**src/rtl/uart_rx_v.sv**
```systemverilog
// uart_rx_v: 8N1 UART receiver with a 2-flop synchroniser and mid-bit sampling.
// Optional even-parity bit between data and stop when UART_RX_PARITY_EN is defined.
module uart_rx_v #(
    parameter int unsigned CLK_FREQ  = 300000000,
    parameter int unsigned BAUD_RATE = 115200,
    parameter int unsigned BUS_WIDTH = 8
) (
    input  logic                 i_clk,
    input  logic                 i_rst,
    input  logic                 i_rx,
    output logic [BUS_WIDTH-1:0] o_data,
    output logic                 o_rx_valid,
    output logic                 o_frame_err,
    output logic                 o_parity_err,
    output logic                 o_active
);

    localparam int unsigned ClkPerBit = CLK_FREQ / BAUD_RATE;
    localparam int unsigned CntW      = $clog2(ClkPerBit) + 1;
    localparam int unsigned IdxW      = (BUS_WIDTH > 1) ? $clog2(BUS_WIDTH) : 1;

    localparam logic [CntW-1:0] CntHalf = CntW'(ClkPerBit / 2 - 1);
    localparam logic [CntW-1:0] CntFull = CntW'(ClkPerBit - 1);
    localparam logic [IdxW-1:0] IdxLast = IdxW'(BUS_WIDTH - 1);

`ifdef UART_RX_PARITY_EN
    typedef enum logic [2:0] {
        StIdle, StStart, StData, StParity, StStop, StWaitHigh
    } state_e;
`else
    typedef enum logic [2:0] {
        StIdle, StStart, StData, StStop, StWaitHigh
    } state_e;
`endif

    state_e                 state_q, state_d;
    logic                   rx_meta_q, rx_s_q;
    logic [CntW-1:0]        cnt_q, cnt_d;
    logic [IdxW-1:0]        idx_q, idx_d;
    logic [BUS_WIDTH-1:0]   shift_q, shift_d;
    logic [BUS_WIDTH-1:0]   data_q, data_d;
    logic                   valid_q, valid_d;
    logic                   ferr_q, ferr_d;
`ifdef UART_RX_PARITY_EN
    logic                   par_q, par_d;
    logic                   perr_q, perr_d;
`endif

    always_ff @(posedge i_clk) begin
        if (i_rst) begin
            rx_meta_q <= 1'b1;
            rx_s_q    <= 1'b1;
            state_q   <= StIdle;
            cnt_q     <= '0;
            idx_q     <= '0;
            shift_q   <= '0;
            data_q    <= '0;
            valid_q   <= 1'b0;
            ferr_q    <= 1'b0;
`ifdef UART_RX_PARITY_EN
            par_q     <= 1'b0;
            perr_q    <= 1'b0;
`endif
        end else begin
            rx_meta_q <= i_rx;
            rx_s_q    <= rx_meta_q;
            state_q   <= state_d;
            cnt_q     <= cnt_d;
            idx_q     <= idx_d;
            shift_q   <= shift_d;
            data_q    <= data_d;
            valid_q   <= valid_d;
            ferr_q    <= ferr_d;
`ifdef UART_RX_PARITY_EN
            par_q     <= par_d;
            perr_q    <= perr_d;
`endif
        end
    end

    always_comb begin
        state_d = state_q;
        cnt_d   = cnt_q + CntW'(1);
        idx_d   = idx_q;
        shift_d = shift_q;
        data_d  = data_q;
        valid_d = 1'b0;
        ferr_d  = 1'b0;
`ifdef UART_RX_PARITY_EN
        par_d   = par_q;
        perr_d  = 1'b0;
`endif

        case (state_q)
            StIdle: begin
                cnt_d = '0;
                if (!rx_s_q) begin
                    state_d = StStart;
                end
            end

            StStart: begin
                // A start bit that is gone by mid-bit is treated as a glitch.
                if (cnt_q == CntHalf) begin
                    cnt_d   = '0;
                    state_d = rx_s_q ? StIdle : StData;
                end
            end

            StData: begin
                if (cnt_q == CntFull) begin
                    cnt_d          = '0;
                    shift_d[idx_q] = rx_s_q;
                    if (idx_q == IdxLast) begin
                        idx_d = '0;
`ifdef UART_RX_PARITY_EN
                        state_d = StParity;
`else
                        state_d = StStop;
`endif
                    end else begin
                        idx_d = idx_q + IdxW'(1);
                    end
                end
            end

`ifdef UART_RX_PARITY_EN
            StParity: begin
                if (cnt_q == CntFull) begin
                    cnt_d   = '0;
                    par_d   = rx_s_q;
                    state_d = StStop;
                end
            end
`endif

            StStop: begin
                // Leaving at mid-stop lets a directly following start edge be caught.
                if (cnt_q == CntFull) begin
                    cnt_d = '0;
                    if (rx_s_q) begin
                        data_d  = shift_q;
                        valid_d = 1'b1;
`ifdef UART_RX_PARITY_EN
                        perr_d  = (^shift_q) ^ par_q;
`endif
                        state_d = StIdle;
                    end else begin
                        ferr_d  = 1'b1;
                        state_d = StWaitHigh;
                    end
                end
            end

            StWaitHigh: begin
                cnt_d = '0;
                if (rx_s_q) begin
                    state_d = StIdle;
                end
            end

            default: begin
                cnt_d   = '0;
                state_d = StIdle;
            end
        endcase
    end

    assign o_data      = data_q;
    assign o_rx_valid  = valid_q;
    assign o_frame_err = ferr_q;
    assign o_active    = (state_q != StIdle);
`ifdef UART_RX_PARITY_EN
    assign o_parity_err = perr_q;
`else
    assign o_parity_err = 1'b0;
`endif

endmodule

```
**config.mk**
```make
export PLATFORM = sky130hd
export DESIGN_NAME = uart_rx_v
export DESIGN_NICKNAME = d
export VERILOG_FILES = /design/src/rtl/uart_rx_v.sv
export SDC_FILE = /design/constraint.sdc
export NUM_CORES = 1
export LEC_CHECK = 0
export ABC_CLOCK_PERIOD_IN_PS = 5200
export CAP_MARGIN = 20
export CORE_ASPECT_RATIO = 0.8
export CORE_MARGIN = 2
export CORE_UTILIZATION = 61
export DETAILED_ROUTE_END_ITERATION = 16
export HOLD_SLACK_MARGIN = 0.1
export MAX_ROUTING_LAYER = met4
export PLACE_DENSITY = 0.94
export SLEW_MARGIN = 30
export SYNTH_ARGS = -nofsm -noshare
export SYNTH_HDL_FRONTEND = slang
export SYNTH_SLANG_ARGS = --single-unit
```
**constraint.sdc**
```tcl
create_clock -name i_clk -period 5.2 [get_ports i_clk]
set_input_delay 0.78 -clock i_clk [delete_from_list [all_inputs] [get_ports i_clk]]
set_output_delay 0.78 -clock i_clk [all_outputs]
set_load 0.1 [all_outputs]
```
==> impl_summary.log <==
INFO  metric synth.lib_cells_used.distinct = 41
INFO  metric power.share.combinational = 0.046
INFO  metric route.antenna.remaining_nets = 0
INFO  metric dp.final_hpwl = 2490 um
INFO  metric full_die_area = 3500 sq um
INFO  metric fp-row-count = 17
INFO  metric setup.worst_path.end_class = primary output
INFO  metric cts.repair.resized = 0
INFO  metric clock_latency = 0.29 ns
INFO  metric avgViaCountPerCell = 5.76
INFO  metric global_route.usage.met3 = 0.0787
INFO  metric power_per_cell_area = 267 nW/um^2
INFO  metric synth_top_area_cell = dfxtp_1
INFO  metric final_cells = 247
INFO  metric static-leakage-power = around 0.73 nW
INFO  metric htree_num_levels = 2
INFO  metric initial_core_utilization = 0.656
INFO  metric num_antenna_cells = 0
INFO  metric f_max = 0.347 GHz
INFO  metric yosysWarnings = 0
INFO  metric slew_headroom = 0.351
INFO  metric fin_ws = 2.32 ns
INFO  metric clk_pin_slew_worst_paths = around 0.07 ns
INFO  metric post_cts.repair.setup_buffers = 0
INFO  metric yosys-top-cells-area = dfxtp_1 (42%), mux2i_1 (8.6%), nand2b_1 (5.7%)
INFO  metric first_pass_iters = 5
INFO  metric tightestPinTransition = around 0.97 ns
INFO  metric finalCriticalPeriod = ~2.9 ns
INFO  metric multiInputGateArea = 978 sq um
INFO  metric tritoncts = yes
INFO  metric mostFrequentLayoutCells = dfxtp_1 (39), nor2_1 (20), nand2b_1 (17)
INFO  metric largest_net_degree_at_the_start_of_global_routing = 26
INFO  metric busiest_layer = met2
INFO  metric drive_gt1_frac = 0.0813
INFO  metric regArea = 781 sq um
INFO  metric synth_edf_count = 0
INFO  metric ys_seq_elements = 39
INFO  metric synth_async_sr_flop_share = 0
INFO  metric grtUsageMet2 = 0.359
INFO  metric clock_power_share = 0.403
INFO  metric total_switching_power = ~0.00012 W
INFO  metric residual_drc = 0
INFO  metric slew_viol_final = 0
INFO  metric tns = 0 ns
INFO  metric fill_cells = 201
INFO  metric die_height = 53.3 um
INFO  metric wl_per_cell = 14.6 um
INFO  metric global_route.usage.met1 = 0.301
INFO  metric timing.final.crit_share = 0.555
INFO  metric gpl.final_weighted_congestion = 0.916
INFO  metric route.vias.total = 1,423
INFO  metric mappedNetlistArea = about 1900 sq um
INFO  metric grt_pass1_wl = 5970 um
INFO  metric synth_ff_type = dfxtp_1
INFO  metric io_pins = 15
INFO  metric power.sequential.fraction = 0.551
INFO  metric numPortBuffers = 13
INFO  metric final_core_utilization = 0.728
INFO  metric status = completed
INFO  metric intPower = 0.000430 W
INFO  metric postLayoutCellArea = 2060 sq um
INFO  metric drv.max_cap_violation_count = 0
INFO  metric globalRouteTotalUtil = 0.241
INFO  metric cts_hold_buf = 0
INFO  metric layout.cells.most_common = dfxtp_1
INFO  metric clock_skew = 0.00400 ns
INFO  metric postSynthAreaPerCell = 9.28 sq um
INFO  metric min_delay_startpoint = rx_meta_q$_SDFF_PP1_
INFO  metric worst_hold_path_type = reg -> reg
INFO  metric place_inst = 238
INFO  metric startpoint_of_the_lowest_slack_register_to_register_path = cnt_q[0]$_SDFF_PP0_
INFO  metric dieWidth = 65.7 um
INFO  metric grt.overflow.total = 0
INFO  metric crit_start = state_q[1]$_SDFFE_PP0P_
INFO  metric cts_buffer_depth = 2
INFO  metric required = between 4 and 5 ns
INFO  metric mappedNetlistNets = 207
INFO  metric synth-seq-area-share = 0.421
INFO  metric hold_violations = 0
INFO  metric coreArea = between 2000 and 3000 sq um
INFO  metric critical_path.startpoint_type = flop
INFO  metric design.final.nets = about 220
INFO  metric antenna_violations_before_repair = 0
INFO  metric vdd.ir_drop.worst = 0.141 mV
INFO  metric grt_pass1_vias = 1,257
INFO  metric synthesis.instances = 200
INFO  metric critical_path_class = reg -> out
INFO  metric final-setup-viol-count = 0
INFO  metric critical_path.max_fanout = 12
INFO  metric dp_worst_setup_slack = between 2 and 2.5 ns
INFO  metric rsz0062_at_grt = no
INFO  metric clock-sinks = 39
INFO  metric syn_to_final_growth = 11.1%
INFO  metric wl = 3590 um
INFO  metric swShare = 0.220
INFO  metric post_dp_cell_area = approximately 2000 sq um
INFO  metric timing.critical_path.arrival = 2.10 ns
INFO  metric cts_inserted_buffers = 5
INFO  metric cts_root_buffer = clkbuf_8
INFO  metric initialDrtViolationCount = 86
INFO  metric synth_largest_type_area_fraction = 0.421
## final timing paths
path              depth (start not counted)  slack [ns]                     end
hold / removal                            1        0.42       rx_s_q$_SDFF_PP1_
hold reg to reg                           1        0.42       rx_s_q$_SDFF_PP1_
setup reg to reg                          5        3.11  o_data[5]$_SDFFE_PP0P_
setup / recovery                          2        2.32                o_active
## power groups by stage
| stage | registers (W) | logic, W | clock network, W |
|---|---|---|---|
| 2_1_floorplan | 0.000309 | 0.0000217 | 0 |
| 6_report | 0.000304 | 0.0000255 | 0.000222 |
| 5_1_grt | 0.000304 | 0.0000270 | 0.000237 |
| 4_1_cts | 0.000304 | 0.0000247 | 0.000223 |
| 3_3_place_gp | 0.000310 | 0.0000238 | 0 |
| 3_5_place_dp | 0.000310 | 0.0000248 | 0 |
## per-stage QoR
| stage | hold slack, ns | total power, W |
|---|---|---|
| 6_report | 0.425 | 0.000551 |
| 5_1_grt | 0.435 | 0.000568 |
| 4_1_cts | 0.416 | 0.000552 |
| 3_5_place_dp | 0.403 | 0.000335 |
| 3_3_place_gp | 0.392 | 0.000334 |
| 2_1_floorplan | 0.389 | 0.000331 |
## synth_stat cells (5+ instances only)
library cell	count
nand2b_1	17
xnor2_1	9
nor2_1	20
inv_1	5
dfxtp_1	39
buf_4	5
nand3_1	14
nor3_1	8
nand2_1	7
mux2i_1	16
## final cells by class
class                      instances  area share
sequential                        39       0.379
inverter                           5     0.00911
timing repair buffer              14      0.0656
clock buffer                       8      0.0486
multi-input combinational        143       0.475
tap                               38      0.0231
## cell families after synthesis
logic type | count (synthesis) | synth area share
AOI/OAI and AO/OA | 12 | 0.0378
xor gates and xnor gates | 11 | 0.0519
adders and majority gates | 4 | 0.0270
buffers and inverters | 18 | 0.0519
DFF | 39 | 0.421
muxes | 16 | 0.0863
other | 1 | 0.00202
and+or+nand+nor | 99 | 0.322
## layer usage
layer  routed length, um  vias to the layer above
met3                 232                        8
met2                1650                       59
met1                1640                      650
li1                    -                      706
met5                   0                        -
met4                  74                        0
## registers in the layout (all words and copies together) (netlist names)
name         flops
o_rx_valid       1
cnt_q           13
o_data           8
rx_s_q           1
rx_meta_q        1
shift_q          8
state_q          3
idx_q            3
o_frame_err      1
## critical path: stages (launching register included)
cell,delay (ns)
dfxtp_1,0.53
or3_1,0.16
clkdlybuf4s50_1,1.12
(Power assumes the default switching activity.)
